--- src/rtl/unified_mem_arbiter.sv ---
// Arbiter between the fetch port and the MEM-stage data port for one
// single-port unified memory. It owns the req/ack sequencing, fetch
// anti-starvation, flush-driven fetch dropping and the ack timeout.
module unified_mem_arbiter #(
    parameter int unsigned AW           = 32,
    parameter int unsigned DW           = 32,
    parameter int unsigned MAX_DATA_RUN = 4,
    parameter int unsigned TIMEOUT      = 15
) (
    input  logic          clk,
    input  logic          rst_n,
    input  logic          if_req,
    input  logic [AW-1:0] if_addr,
    output logic [DW-1:0] if_rdata,
    output logic          if_done,
    input  logic          d_rd,
    input  logic          d_wr,
    input  logic [AW-1:0] d_addr,
    input  logic [DW-1:0] d_wdata,
    output logic [DW-1:0] d_rdata,
    output logic          d_done,
    input  logic          flush,
    output logic          if_stall,
    output logic          d_stall,
    output logic          stall,
    output logic          mem_req,
    output logic          mem_we,
    output logic [AW-1:0] mem_addr,
    output logic [DW-1:0] mem_wdata,
    input  logic [DW-1:0] mem_rdata,
    input  logic          mem_ack,
    output logic          bus_err
);

    localparam int unsigned TW = ($clog2(TIMEOUT) > 4) ? $clog2(TIMEOUT) : 4;
    localparam int unsigned RW = ($clog2(MAX_DATA_RUN + 1) > 1) ? $clog2(MAX_DATA_RUN + 1) : 1;

    typedef enum logic [1:0] {IDLE, FETCH, DATA} state_t;

    state_t          state, state_d;
    logic            mem_req_d, mem_we_d, if_done_d, d_done_d, bus_err_d;
    logic [AW-1:0]   mem_addr_d;
    logic [DW-1:0]   mem_wdata_d, if_rdata_d, d_rdata_d;
    logic [RW-1:0]   run_cnt, run_cnt_d;
    logic [TW-1:0]   tmo_cnt, tmo_cnt_d;
    logic            drop, drop_d;

    logic            dreq, ireq, grant_data, tmo_hit, fetch_kill, finish;

    // Request eligibility and grant decision; a port is ineligible in its own done cycle
    assign dreq       = (d_rd | d_wr) & ~d_done;
    assign ireq       = if_req & ~if_done & ~flush;
    assign grant_data = dreq & (~ireq | (run_cnt < RW'(MAX_DATA_RUN)));
    assign tmo_hit    = (tmo_cnt == TW'(TIMEOUT - 1));
    assign finish     = mem_ack | tmo_hit;
    assign fetch_kill = drop | flush;

    // Pipeline freeze signals
    assign if_stall = if_req & ~if_done;
    assign d_stall  = (d_rd | d_wr) & ~d_done;
    assign stall    = if_stall | d_stall;

    // State register and all registered outputs
    always_ff @(posedge clk or negedge rst_n) begin
        if (!rst_n) begin
            state     <= IDLE;
            mem_req   <= 1'b0;
            mem_we    <= 1'b0;
            mem_addr  <= '0;
            mem_wdata <= '0;
            if_rdata  <= '0;
            d_rdata   <= '0;
            if_done   <= 1'b0;
            d_done    <= 1'b0;
            bus_err   <= 1'b0;
            run_cnt   <= '0;
            tmo_cnt   <= '0;
            drop      <= 1'b0;
        end else begin
            state     <= state_d;
            mem_req   <= mem_req_d;
            mem_we    <= mem_we_d;
            mem_addr  <= mem_addr_d;
            mem_wdata <= mem_wdata_d;
            if_rdata  <= if_rdata_d;
            d_rdata   <= d_rdata_d;
            if_done   <= if_done_d;
            d_done    <= d_done_d;
            bus_err   <= bus_err_d;
            run_cnt   <= run_cnt_d;
            tmo_cnt   <= tmo_cnt_d;
            drop      <= drop_d;
        end
    end

    // Next-state and next-output logic
    always_comb begin
        state_d     = state;
        mem_req_d   = mem_req;
        mem_we_d    = mem_we;
        mem_addr_d  = mem_addr;
        mem_wdata_d = mem_wdata;
        if_rdata_d  = if_rdata;
        d_rdata_d   = d_rdata;
        if_done_d   = 1'b0;
        d_done_d    = 1'b0;
        bus_err_d   = bus_err;
        run_cnt_d   = run_cnt;
        tmo_cnt_d   = tmo_cnt;
        drop_d      = drop;

        case (state)
            IDLE: begin
                drop_d = 1'b0;
                if (grant_data) begin
                    state_d     = DATA;
                    mem_req_d   = 1'b1;
                    mem_we_d    = d_wr;
                    mem_addr_d  = d_addr;
                    mem_wdata_d = d_wdata;
                    tmo_cnt_d   = '0;
                    if (if_req) begin
                        if (run_cnt < RW'(MAX_DATA_RUN)) begin
                            run_cnt_d = run_cnt + RW'(1);
                        end
                    end else begin
                        run_cnt_d = '0;
                    end
                end else if (ireq) begin
                    state_d     = FETCH;
                    mem_req_d   = 1'b1;
                    mem_we_d    = 1'b0;
                    mem_addr_d  = if_addr;
                    mem_wdata_d = '0;
                    tmo_cnt_d   = '0;
                    run_cnt_d   = '0;
                end else if (!if_req) begin
                    run_cnt_d = '0;
                end
            end

            FETCH: begin
                drop_d = fetch_kill;
                if (finish) begin
                    state_d   = IDLE;
                    mem_req_d = 1'b0;
                    drop_d    = 1'b0;
                    if (!mem_ack) begin
                        bus_err_d = 1'b1;
                    end
                    // A flushed fetch completes on the bus but is never delivered
                    if (!fetch_kill) begin
                        if_done_d  = 1'b1;
                        if_rdata_d = mem_ack ? mem_rdata : '0;
                    end
                end else begin
                    tmo_cnt_d = tmo_cnt + TW'(1);
                end
            end

            DATA: begin
                if (finish) begin
                    state_d   = IDLE;
                    mem_req_d = 1'b0;
                    mem_we_d  = 1'b0;
                    d_done_d  = 1'b1;
                    if (!mem_ack) begin
                        bus_err_d = 1'b1;
                        d_rdata_d = '0;
                    end else if (!mem_we) begin
                        d_rdata_d = mem_rdata;
                    end
                end else begin
                    tmo_cnt_d = tmo_cnt + TW'(1);
                end
            end

            default: begin
                state_d   = IDLE;
                mem_req_d = 1'b0;
            end
        endcase
    end

endmodule

--- config.mk ---
export PLATFORM = sky130hd
export DESIGN_NAME = unified_mem_arbiter
export DESIGN_NICKNAME = d
export VERILOG_FILES = /design/src/rtl/unified_mem_arbiter.sv
export SDC_FILE = /design/constraint.sdc
export NUM_CORES = 1
export LEC_CHECK = 0
export ABC_AREA = 1
export CAP_MARGIN = 0
export CELL_PAD_IN_SITES_DETAIL_PLACEMENT = 0
export CELL_PAD_IN_SITES_GLOBAL_PLACEMENT = 1
export CORE_ASPECT_RATIO = 0.9
export CORE_MARGIN = 2
export CORE_UTILIZATION = 28
export CTS_CLUSTER_DIAMETER = 200
export CTS_CLUSTER_SIZE = 12
export DETAILED_ROUTE_END_ITERATION = 8
export GPL_TIMING_DRIVEN = 1
export PLACE_DENSITY_LB_ADDON = 0.1
export SLEW_MARGIN = 20
export SYNTH_ARGS = -nofsm -noshare
export SYNTH_HDL_FRONTEND = slang
export SYNTH_SLANG_ARGS = --single-unit
--- constraint.sdc ---
create_clock -name clk -period 1.6 [get_ports clk]
set_input_delay 0.16 -clock clk [delete_from_list [all_inputs] [get_ports clk]]
set_output_delay 0.16 -clock clk [all_outputs]
set_load 0.05 [all_outputs]
# Word-level counts from Yosys, hierarchy flattened
# Cells that the tools add are included.
# totals
in_bits,135
out_inout_bits,136
regBits,143
# op_classes
bitwise_logic,15
order_cmp,1
n_reduce_logical,14
eq_ne,10
mux,34
n_addsub,2
# ops
op,count
two-way mux 32 bit,7
AND reduction 3 bit,6
two-way mux 3 bit,5
two-way mux 4 bit,3
two-way mux 1 bit,11
case mux 4 bit (2 select lines),1
nonzero test 2 bit,4
two-way mux 2 bit,3
"!= test 2 bit, second input constant",3
inverter 1 bit,6
case mux 1 bit (2 select lines),3
bitwise OR 1 bit,5
"adder 4 x 1 -> 4 bit, second input constant",1
AND 1 bit,4
"== test 4 bit, second input constant",1
case mux 2 bit (2 select lines),1
AND reduction 2 bit,2
"adder 3 x 1 -> 3 bit, second input constant",1
"less-than comparator 3 bit, second input constant",1
"!= test 3 x 1 -> 1 bit, second input constant",1
"!= test 3 x 2 -> 1 bit, second input constant",1
"!= test 3 bit, second input constant",1
"== test 2 x 1 -> 1 bit, second input constant",1
"== test 2 bit, second input constant",1
other kinds (3),3

# Logic depth before layout (Yosys ltp)
# logic_depth
depth_word,8
depth_mapped,9
mapped_depth_nobuf,9

# Worst setup path before layout
# Ideal clock, no wire load.
# synth_path
kind,reg-to-output
startpoint,register if_done
endpoint,output port stall
stages_incl_launch_ff,2
arrival_time_ps,1746
t_required_ps,1440
setup_slack_ps,-306
cell_sequence,dfrtp_1 o21ai_0
# synth_between
elab_chain_len,3
# synth_rtl
item,line,text
from (decl),15,"output logic if_done,"
from (signal assigned),87,if_done <= if_done_d;
inverter 1 bit,59,assign if_stall = if_req & ~if_done;
AND 1 bit,59,
bitwise OR 1 bit,61,assign stall = if_stall | d_stall;
to (decl),25,"output logic stall,"
# No other way between the ends.

# Final worst setup path
# layout_path
startpoint,register d_done
endpoint,output port stall
# layout_between
elab_chain_len,3
# layout_rtl
item,line,text
from (decl),21,"output logic d_done,"
from (signal assigned),88,d_done <= d_done_d;
inverter 1 bit,60,assign d_stall = (d_rd | d_wr) & ~d_done;
AND 1 bit,60,
bitwise OR 1 bit,61,
# No other way between the ends.

==> metrics.log <==
INFO  metric total_global_route_track_usage = 17.5%
INFO  metric routed_wirelength = 21100 um
INFO  metric timing.critical_path.slowest_cell_delay = 0.44 ns
INFO  metric drv_cap = 0
INFO  metric critPathArrivalTime = 1.38 ns
INFO  metric r2r_end = mem_req
INFO  metric h_tree_depth = 4
INFO  metric hpwlAfterDp = 15200 um
INFO  metric maxClockFrequency = 648 MHz
INFO  metric cts-root-to-sink-buffers = 2
INFO  metric time_the_worst_path_needs_with_i_o_delays_and_setup = 1.54 ns
INFO  metric multiInputGateArea = 2360 sq um
INFO  metric crit_family = flip-flops
INFO  metric placed_cells = 1328
INFO  metric setup_tns = 0 ns
INFO  metric pin_count = 271
INFO  metric cell_leakage_power = 5.19 nW
INFO  metric synthesis.area = 6450 sq um
INFO  metric syn_inst = 766
INFO  metric timing.hold.worst.class = in2async
INFO  metric max-slew-margin-rel = 68.6%
INFO  metric drc = 0
INFO  metric synth.yosys.seq_area_share = 55.4%
INFO  metric worst_r2r_path_cells = 8
INFO  metric cp_slowest_cell = dfrtp_2
INFO  metric r2r_slack = 0.07 ns
INFO  metric clk_latency_worst_skew_pair = 0.42 ns
INFO  metric drv_slew = 0
INFO  metric crit_path_end_kind = output port
INFO  metric drt_iter0_markers = 361
INFO  metric avgSynthCellArea = 8.43 sq um
INFO  metric outcome = finished clean
INFO  metric chipWidth = 164 um
INFO  metric worst-path-max-fanout = 3
INFO  metric layoutNonFillerInstCount = 1366
INFO  metric per_cell_routed_wire_length = 15.5 um
INFO  metric cts_made_buffers = 17
INFO  metric route.vias.total = 6072
INFO  metric finalHoldViolations = 0
INFO  metric peakVddDrop = 0.000960 V
INFO  metric criticalPathCategory = reg2out
INFO  metric routability_congestion = 0.759
INFO  metric wire_length_of_the_first_global_routing_pass = 33100 um
INFO  metric worst_margin_pin_slew = 0.471 ns
INFO  metric syn2layout_area_growth = 56.9%
INFO  metric cts_tree = yes
INFO  metric layout_worst_path_cycle_share = 96.4%
INFO  metric placement_rows = 52
INFO  metric r2r-start = state[1]
INFO  metric clock_skews = 0.0136 ns
INFO  metric worst_hold_slack = 0.245 ns
INFO  metric path_cells = inv_2 > nand2_4 > buf_4 > o21ai_4 > buf_12
INFO  metric cts_num_sinks = 143
INFO  metric placement.io_buffers = 270
INFO  metric layout_cells_sized_above_1 = 23.4%
INFO  metric pwr_cell_area = 2270 nW/um^2
INFO  metric diodes = 0
INFO  metric cts-root-buf = clkbuf_16
INFO  metric floorplan.initialDensity = 28.6%
INFO  metric synth.yosys.warnings = 0
INFO  metric most-common-layout-cells = 256 x nand2_1, 164 x buf_4, 142 x dfrtp_1
INFO  metric dieArea = 24300 sq um
INFO  metric antenna_found_initial = 0
INFO  metric fin_nets = 1197
INFO  metric fp.coreArea = 22600 sq um
INFO  metric critical_path.n_buffers_inverters = 3
INFO  metric timing.final.setup_violations = 0
INFO  metric route.antenna.remaining_nets = 0
INFO  metric crit_path_start_kind = register
INFO  metric grt_max_degree = 51
INFO  metric die_h = 148 um
INFO  metric synthesis.nets = 907
INFO  metric drtPass1Iterations = 4
INFO  metric routed_via_density = 4.45
INFO  metric fill_cells = 2278
INFO  metric ys_ff_latch = 143
INFO  metric layout.cells.most_common = nand2_1
INFO  metric grt_pass1_vias = 5890
INFO  metric netlist-cell-type-count = 27
INFO  metric clkTransAtPathRegs = 0.07 ns
INFO  metric critical_path_required = 1.44 ns
INFO  metric regArea = 3580 sq um
INFO  metric grt.overflow.total = 0
## state kept, by name, summed over array words and instances, names as in the netlist, 2 cells and up
signal and count:
d_rdata 32, if_rdata 32, mem_addr 32, mem_wdata 32, run_cnt 3, state 2
tmo_cnt 4
## layer usage
| metal | global-route usage [%] | up-vias | wire, um | share of wire (%) |
|---|---|---|---|---|
| met4 | 4.74 | 0 | 235 | 1.1 |
| li1 | - | 3015 | - | - |
| met5 | 0 | - | 0 | 0 |
| met1 | 23.6 | 2826 | 9560 | 45 |
| met2 | 27.5 | 216 | 9690 | 46 |
| met3 | 5.25 | 15 | 1650 | 7.8 |
## repair_timing
item,CTS,global route
pin swaps,0,2
gates cloned,0,0
resized for setup,7,12
hold buffers,1,0
endpoints found under the setup margin,6,79
endpoints found under the hold margin,38,0
setup buffers,1,4
## worst max-delay path by stage
stage	start	endpoint	slack, ns	cells after the start
after CTS	d_done	d_stall	-0.005	3
after global routing	state[1]	tmo_cnt[1]	-0.003	9
after global placement	state[0]	tmo_cnt[1]	-0.007	9
final	d_done	stall	0.06	5
after detailed placement	if_req	mem_addr[20]	-0.02	7
after floorplan	d_done	mem_addr[0]	0.01	5
## report_power, final
part | switching (mW) | leakage, nW | total (mW) | internal, mW
Sequential | 0.902 | 1.81 | 6.08 | 5.18
Combinational | 8.86 | 3.10 | 12.9 | 4.05
Clock | 1.71 | 0.284 | 3.95 | 2.24
## stage by stage
stage	setup WS, ns	total power, mW	instance area (sq um)	util (%)
after floorplan	0.0132	14.3	6450	-
after global placement	-0.00697	19.0	9430	41.8
after detailed placement	-0.0229	19.0	9430	41.8
after CTS	-0.00491	23.1	10100	44.5
after global routing	-0.00341	24.4	10100	44.9
final	0.0572	22.9	10100	44.9
## cell type report
cell class,instances,share of cell area (%)
clock buffer,18,4.34
multi-input combinational,494,23.3
inverter,84,3.11
timing repair buffer,316,28.8
tap,297,3.67
sequential,143,35.3
clock inverter,14,1.43
## kinds of logic (layout without fill, tap and decap cells)
kind of cell | after synthesis | after routing | synth area share [%]
flops | 143 | 143 | 55.4
fa+ha+maj | 6 | 6 | 1.16
xor+xnor | 2 | 2 | 0.271
compound gates | 78 | 78 | 7.33
simple gates | 408 | 408 | 27.1
buf+inv | 129 | 432 | 8.69
## cells in the mapped netlist
cell	n	area [sq um]
o21ai_0	48	240
nand3_2	2	20.0
dfrtp_1	143	3580
a21o_1	1	7.51
nand2_1	258	968
nand3_1	135	676
nand3_4	1	17.5
clkbuf_1	16	60.1
inv_1	82	308
nand4_1	3	18.8
buf_6	5	56.3
nand2_2	1	6.26
a21oi_4	1	16.3
nor2_1	5	18.8
o21ai_1	8	40.0
xor2_1	1	8.76
inv_2	2	7.51
o31ai_1	1	7.51
a21oi_1	1	5.00
nor2_4	1	11.3
ha_1	6	75.1
clkbuf_8	1	13.8
or2_2	2	12.5
o21ai_2	17	149
xnor2_1	1	8.76
o211ai_1	1	7.51
buf_2	23	115
(Power assumes the default switching activity.)
